File: config.mk
export PLATFORM = sky130hd
export DESIGN_NAME = tub_scan_driver
export DESIGN_NICKNAME = d
export VERILOG_FILES = /design/src/rtl/tub_pkg.sv /design/src/rtl/seg7_encoder.sv /design/src/rtl/tub_scan_driver.sv
export SDC_FILE = /design/constraint.sdc
export NUM_CORES = 1
export LEC_CHECK = 0
export CAP_MARGIN = 20
export CORE_MARGIN = 5
export CORE_UTILIZATION = 30
export CTS_CLUSTER_SIZE = 25
export DETAILED_ROUTE_END_ITERATION = 6
export GPL_TIMING_DRIVEN = 1
export PLACE_DENSITY = 0.57
export SLEW_MARGIN = 20
export SYNTH_ARGS = -nofsm -noshare
export SYNTH_HDL_FRONTEND = slang
export SYNTH_HIERARCHICAL = 1
export SYNTH_SLANG_ARGS = --single-unit
File: constraint.sdc
create_clock -name clk -period 5.05 [get_ports clk]
set_clock_uncertainty 0.15 [all_clocks]
set_input_delay 1.515 -clock clk [delete_from_list [all_inputs] [get_ports clk]]
set_output_delay 1.515 -clock clk [all_outputs]
set_load 0.03 [all_outputs]
File: src/rtl/tub_pkg.sv
`default_nettype none
// ============================================================================
// Module   : tub_pkg
// Brief    : Shared constants and types for the eight-digit seven-segment
//            scan driver. Segment codes are {a,b,c,d,e,f,g,dp}, active-high,
//            and every code has dp = 0.
// Revision : 1.0  initial release
// ============================================================================
package tub_pkg;

   localparam int NUM_DIGITS = 8;
   localparam int NUM_SLOTS  = 4;

   // Bit position of each segment inside an 8-bit segment code
   localparam int SEG_BIT_A  = 7;
   localparam int SEG_BIT_B  = 6;
   localparam int SEG_BIT_C  = 5;
   localparam int SEG_BIT_D  = 4;
   localparam int SEG_BIT_E  = 3;
   localparam int SEG_BIT_F  = 2;
   localparam int SEG_BIT_G  = 1;
   localparam int SEG_BIT_DP = 0;

   localparam logic [7:0] SEG_0     = 8'hFC;
   localparam logic [7:0] SEG_1     = 8'h60;
   localparam logic [7:0] SEG_2     = 8'hDA;
   localparam logic [7:0] SEG_3     = 8'hF2;
   localparam logic [7:0] SEG_4     = 8'h66;
   localparam logic [7:0] SEG_5     = 8'hB6;
   localparam logic [7:0] SEG_6     = 8'hBE;
   localparam logic [7:0] SEG_7     = 8'hE0;
   localparam logic [7:0] SEG_8     = 8'hFE;
   localparam logic [7:0] SEG_9     = 8'hF6;
   localparam logic [7:0] SEG_A     = 8'hEE;
   localparam logic [7:0] SEG_B     = 8'h3E;
   localparam logic [7:0] SEG_C     = 8'h9C;
   localparam logic [7:0] SEG_D     = 8'h7A;
   localparam logic [7:0] SEG_E     = 8'h9E;
   localparam logic [7:0] SEG_F     = 8'h8E;
   localparam logic [7:0] SEG_BLANK = 8'h00;

   // One complete display frame: hex digits plus the three per-digit masks
   typedef struct packed {
      logic [NUM_DIGITS*4-1:0] digits;
      logic [NUM_DIGITS-1:0]   dp;
      logic [NUM_DIGITS-1:0]   blank;
      logic [NUM_DIGITS-1:0]   blink;
   } frame_t;

endpackage
`default_nettype wire

File: src/rtl/seg7_encoder.sv
`default_nettype none
// ============================================================================
// Module   : seg7_encoder
// Brief    : Combinational hex nibble to seven-segment code {a..g}; the
//            decimal point is appended by the parent.
// Revision : 1.0  initial release
// ============================================================================
module seg7_encoder
   import tub_pkg::*;
(
   input  logic [3:0] nibble,
   output logic [6:0] segs
);

   // Table lookup of the a..g segments for each hex value
   always_comb begin
      segs = SEG_BLANK[7:1];
      case (nibble)
         4'h0: segs = SEG_0[7:1];
         4'h1: segs = SEG_1[7:1];
         4'h2: segs = SEG_2[7:1];
         4'h3: segs = SEG_3[7:1];
         4'h4: segs = SEG_4[7:1];
         4'h5: segs = SEG_5[7:1];
         4'h6: segs = SEG_6[7:1];
         4'h7: segs = SEG_7[7:1];
         4'h8: segs = SEG_8[7:1];
         4'h9: segs = SEG_9[7:1];
         4'hA: segs = SEG_A[7:1];
         4'hB: segs = SEG_B[7:1];
         4'hC: segs = SEG_C[7:1];
         4'hD: segs = SEG_D[7:1];
         4'hE: segs = SEG_E[7:1];
         4'hF: segs = SEG_F[7:1];
         default: segs = SEG_BLANK[7:1];
      endcase
   end

endmodule
`default_nettype wire

File: src/rtl/tub_scan_driver.sv
`default_nettype none
// ============================================================================
// Module   : tub_scan_driver
// Brief    : Time-multiplexed driver for two 4-digit seven-segment buses with
//            a shared digit select. Frames are handed over with an
//            update/busy handshake and take effect only at frame boundaries.
//            Each scan slot starts with a guard interval (all selects off) to
//            avoid ghosting.
// Revision : 1.0  initial release
// ============================================================================
module tub_scan_driver
   import tub_pkg::*;
#(
   parameter int SCAN_DIV     = 50000,
   parameter int GUARD        = 8,
   parameter int BLINK_FRAMES = 125
) (
   input  logic        clk,
   input  logic        reset,
   input  logic        enable,
   input  logic [31:0] digit_data,
   input  logic [7:0]  dp_mask,
   input  logic [7:0]  blank_mask,
   input  logic [7:0]  blink_mask,
   input  logic        update,
   output logic        busy,
   output logic        frame_start,
   output logic [7:0]  tub_segments_1,
   output logic [7:0]  tub_segments_2,
   output logic [7:0]  tub_select
);

   localparam int DIV_W = (SCAN_DIV > 1) ? $clog2(SCAN_DIV) : 1;
   localparam int FRM_W = (BLINK_FRAMES > 1) ? $clog2(BLINK_FRAMES) : 1;
   localparam logic [DIV_W-1:0] DIV_LAST  = DIV_W'(SCAN_DIV - 1);
   localparam logic [DIV_W-1:0] GUARD_END = DIV_W'(GUARD);
   localparam logic [FRM_W-1:0] FRM_LAST  = FRM_W'(BLINK_FRAMES - 1);

   frame_t             pending;
   frame_t             active;
   logic [DIV_W-1:0]   div_cnt;
   logic [1:0]         slot;
   logic [FRM_W-1:0]   frame_cnt;
   logic               blink_phase;
   logic               frame_end;
   logic               swap;
   logic [3:0]         slot_onehot;
   logic [1:0][7:0]    seg_next;

   // While disabled the scan is frozen, so pending frames are applied at once
   assign frame_end   = enable && (div_cnt == DIV_LAST) && (slot == 2'd3);
   assign swap        = busy && (frame_end || !enable);
   assign slot_onehot = 4'b0001 << slot;

   // Handshake: latest update wins; the transfer uses the pending value held
   // before any same-cycle update
   always_ff @(posedge clk) begin
      if (!reset) begin
         pending <= '0;
         active  <= '0;
         busy    <= 1'b0;
      end else begin
         if (swap) begin
            active <= pending;
         end
         if (update) begin
            pending <= '{digits: digit_data, dp: dp_mask,
                         blank: blank_mask, blink: blink_mask};
            busy    <= 1'b1;
         end else if (swap) begin
            busy    <= 1'b0;
         end
      end
   end

   // Scan counters and blink phase; held at zero while disabled
   always_ff @(posedge clk) begin
      if (!reset || !enable) begin
         div_cnt     <= '0;
         slot        <= 2'd0;
         frame_cnt   <= '0;
         blink_phase <= 1'b0;
      end else begin
         if (div_cnt == DIV_LAST) begin
            div_cnt <= '0;
            slot    <= slot + 2'd1;
         end else begin
            div_cnt <= div_cnt + 1'b1;
         end
         if (frame_end) begin
            if (frame_cnt == FRM_LAST) begin
               frame_cnt   <= '0;
               blink_phase <= ~blink_phase;
            end else begin
               frame_cnt   <= frame_cnt + 1'b1;
            end
         end
      end
   end

   // Per-bus digit lookup: bus 0 shows digit slot, bus 1 shows digit slot+4
   for (genvar b = 0; b < 2; b++) begin : g_bus
      localparam logic BANK = (b != 0);
      logic [2:0] idx;
      logic [3:0] nib;
      logic [6:0] code;
      logic       dark;

      assign idx  = {BANK, slot};
      assign nib  = active.digits[{idx, 2'b00} +: 4];
      assign dark = active.blank[idx] | (active.blink[idx] & blink_phase);

      seg7_encoder u_enc (
         .nibble (nib),
         .segs   (code)
      );

      assign seg_next[b] = dark ? SEG_BLANK : {code, active.dp[idx]};
   end

   // Registered pin outputs, one cycle behind the scan counters
   always_ff @(posedge clk) begin
      if (!reset || !enable) begin
         frame_start    <= 1'b0;
         tub_select     <= '0;
         tub_segments_1 <= '0;
         tub_segments_2 <= '0;
      end else begin
         frame_start <= (div_cnt == '0) && (slot == 2'd0);
         if (div_cnt < GUARD_END) begin
            tub_select     <= '0;
            tub_segments_1 <= '0;
            tub_segments_2 <= '0;
         end else begin
            tub_select     <= {slot_onehot, slot_onehot};
            tub_segments_1 <= seg_next[0];
            tub_segments_2 <= seg_next[1];
         end
      end
   end

endmodule
`default_nettype wire
==> results.md <==
Layout:
- Registers take 3210 um2.
- The final-stage net count is 976.
- The number of filler cells placed in the layout is 2733.
- From synthesis to final layout, the design area changed by 18.8%.
- The finished cells cover 9710 um2.
- The count of antenna diodes in the layout is 0.
- The area taken by multi-input logic gates is 4480 um2.
- Of the cells placed in the final design, the portion with a size suffix greater than 1 is 8.36%.

STA:
- The number of pins with negative max-slew slack in the final report is 0.
- The pin slew with the least headroom to its limit is 1.04 ns.
- Setup repair after global routing left no endpoint under its margin.
- The worst path needs 3.48 ns of the cycle, external delays included.
- Derived from the worst setup path, the maximum achievable clock frequency is 288 MHz.
- The final worst setup slack is 1.57 ns.
- The number of hold-slack violations in the final timing report was 0.
- The post-route clock period utilization is 68.8%.
- The setup TNS after final layout is 0 ns.
- Setup violations remaining at the end of the flow were counted as 0.
- The worst pin sits at a relative slew slack of 30.6%.

Setup path:
- The origin of the critical flop-to-flop path is slot[1].
- Across all register-to-register paths, the minimum setup slack is 2.21 ns.
- Of all nets on the critical path, the largest fanout is 42.
- The length in cells of the worst reg-to-reg path is 5.
- The critical path is of the reg -> out type.
- At the worst endpoint, the required time is 3.39 ns.
- In this run the worst setup path begins at busy.
- On the critical path, the stage with the largest delay is an instance of clkdlybuf4s50_1.
- STA classifies the critical path startpoint as a register.
- The cell family contributing the most delay on the critical path is buffers and inverters.
- The buffer and inverter count on the worst path is 1.
- The capturing element type of the critical path is a primary output.
- The terminus of the critical flop-to-flop path is blink_phase.
- The signal on the critical path passes through clkdlybuf4s50_1.
- The delay of the slowest cell on the worst path is 0.79 ns.
- The data arrival time of the worst path is 1.81 ns.

Drt:
- Summed over all layers, the routed wires come to 20300 um.
- The detailed-route DRC error count is 0.
- The vias per cell is 5.34.
- The pre-antenna-repair detailed-routing pass consisted of 5 iterations.
- The total number of vias is 6678.
- The number of nets with antenna violations after detailed routing is 0.
- The average routed wire per standard cell is 16.2 um.
- The number of DRC markers in iteration 0 is 547.

Clocking:
- The tree is rooted in a clkbuf_16.
- The clock latency at the later pin of the worst-skew pair is 0.43 ns.
- The clock passes through at most 2 buffers.
- The number of sinks on the clock net is 160.
- The clock tree from TritonCTS is built.
- The number of gates resized after CTS was 0.
- Clock-pin slew was measured on the worst setup and hold paths at 0.06 ns.
- The clock buffer count from CTS is 17.
- The post-CTS setup repair buffer count is 0.
- After clock tree synthesis, the flow added hold-fix buffers numbering 0.
- The H-tree generated during clock tree synthesis spans 4 levels.

Place:
- Routability-driven placement finished with a final weighted congestion of 0.779.
- The sum of net half-perimeters after detailed placement is 12400 um.
- Summing all placed instances gives a cell area of 9130 um2.
- The number of input and output port buffers inserted is 85.
- Timing analysis after detailed placement gives a worst setup slack of 1.19 ns.

Die:
- The number of standard-cell rows in the floorplan is 60.
- The core area is 26900 um2.
- The height of the chip is 175 um.
- The die outline width is 175 um.
- For this configuration, the core starts out at a cell density of 30.4%.
- The area of the die is 30600 um2.
- 86 I/O pins were placed.

Yosys:
- The synthesized design contains 0 enable-type register cells.
- The async set-or-reset flop fraction in the synthesized netlist is 0%.
- Counting every instance in the synthesized netlist gives 879.
- The post-synthesis sequential element count is 160.
- When the netlist entered floorplanning its net count stood at 959.
- The area of the mapped netlist is 8170 um2.
- The portion of the post-synthesis area used by sequential elements is 39.2%.
- The number of different library cells in the post-synthesis netlist is 49.
- The Yosys warning count is 6.
- Among all flip-flop cells after synthesis, the most frequent one is dfxtp_1.
- The mean cell area of the mapped netlist is 9.30 um2.

Pwr:
- The completed layout was analyzed and its total power is 2870 uW.
- The static leakage is 0.00377 uW.
- The worst-case IR drop observed on VDD is 0.231 mV.
- In this run the power density over the cells is 296 nW/um2.

Flow run:
- The reported max-cap violation count is 0.

GRT:
- The first global-routing pass estimated 32700 um of wire.
- The via count of the first global-routing pass is 6205.
- The initial antenna violation count is 0.
- Global routing consumed, over all layers together, 12.9% of the routing resources.
- The residual overflow from global routing is 0.
- The pin count of the biggest net entering global routing is 130.

Worst hold path:
- The path with the worst hold slack has its endpoint at active[33].
- The min-delay analysis places its worst path in the category reg -> reg.
- Along the worst hold path, the cell count comes to 2.
- The startpoint of the most critical hold path is active[33].

Status:
- The flow ran to the end, and the final reports show no timing, DRC or antenna violations.
==> how the worst max path moves through the flow <==
stage | endpoint | cells after the start
after global placement | tub_segments_1[0] | 5
after detailed placement | tub_segments_1[0] | 5
after global routing | tub_segments_1[0] | 5
after CTS | busy | 1
final | busy | 1
after floorplan | tub_segments_1[4] | 8
==> placed cells by master, fill, tap and decap left out, drive strengths merged, types with 21 or more instances in the layout <==
cell             n
mux2i           61
nor2b           59
a31oi           58
nand4          122
clkdlybuf4s50   82
clkbuf          21
nand3           64
inv             26
nor2            25
dfxtp          160
and3b           56
==> area by class of cell <==
type / instances / share of cell area (%)
Multi-Input combinational cell: 600 / 46.1
Sequential cell: 160 / 33.0
Timing Repair Buffer: 95 / 9.60
Clock buffer: 21 / 4.74
Tap cell: 341 / 4.39
Clock inverter: 11 / 1.31
Inverter: 22 / 0.876
==> metrics by stage <==
stage / util, % / hold slack [ns] / instances
global placement: 34.0 / 0.318 / 1218
CTS: 36.1 / 0.336 / 1250
global route: 36.1 / 0.357 / 1250
floorplan: - / 0.307 / 879
finish: 36.1 / 0.332 / 1250
detailed placement: 34.0 / 0.328 / 1218
==> worst min-delay path, cell delays in order, from the launching register on <==
cell and delay (ns):
dfxtp_1 0.32, nand4_1 0.06, nand3_1 0.05
==> sequential cells by signal (all words and copies together) (netlist names) <==
register        count
div_cnt            16
tub_segments_1      8
slot                2
blink_phase         1
tub_select          4
frame_start         1
tub_segments_2      8
pending            56
active             56
frame_cnt           7
busy                1
==> cells by family (layout without fill, tap and decap cells) <==
family | Yosys count | in the layout | share of synthesized area (%)
adder cells (fa/ha/maj) | 20 | 20 | 3.06
flip-flops | 160 | 160 | 39.2
AND/OR/NAND/NOR | 388 | 388 | 29.6
AO/OA/AOI/OAI | 93 | 93 | 7.33
XOR/XNOR | 14 | 14 | 1.50
multiplexers | 85 | 85 | 13.1
buffers and inverters | 119 | 149 | 6.23
==> power by group <==
part / switching [uW] / internal (uW)
clock network: 536 / 759
registers: 41.5 / 1300
logic: 119 / 115
==> cells in the mapped netlist, types with 3 or more instances <==
library cell / count / area share [%]
a211oi_1: 3 / 0.28
a21oi_1: 10 / 0.61
a31oi_1: 58 / 4.4
a41oi_1: 3 / 0.32
and2_1: 17 / 1.3
and3_1: 5 / 0.38
and3b_1: 56 / 6.0
buf_1: 13 / 0.60
buf_2: 6 / 0.37
buf_4: 4 / 0.37
buf_6: 5 / 0.69
clkbuf_1: 69 / 3.2
dfxtp_1: 160 / 39
ha_1: 20 / 3.1
inv_1: 21 / 0.96
mux2_2: 4 / 0.55
mux2i_1: 61 / 7.5
mux4_2: 15 / 4.1
nand2_1: 8 / 0.37
nand2b_1: 3 / 0.23
nand3_1: 64 / 3.9
nand4_1: 122 / 9.3
nor2_1: 25 / 1.1
nor2b_1: 59 / 4.5
nor3_1: 9 / 0.55
nor4_1: 8 / 0.61
o21ai_0: 8 / 0.49
or2_2: 3 / 0.23
or4_1: 3 / 0.28
xnor2_1: 11 / 1.2
xor2_1: 3 / 0.32
==> layer usage <==
metal / share of wire [%] / vias up / GRT usage (%)
met5: 0 / - / 0
met2: 45 / 140 / 20.0
met3: 4.4 / 13 / 3.22
met1: 49 / 3208 / 17.9
li1: - / 3317 / -
met4: 0.95 / 0 / 3.31
Power figures use the tool's default switching activity.
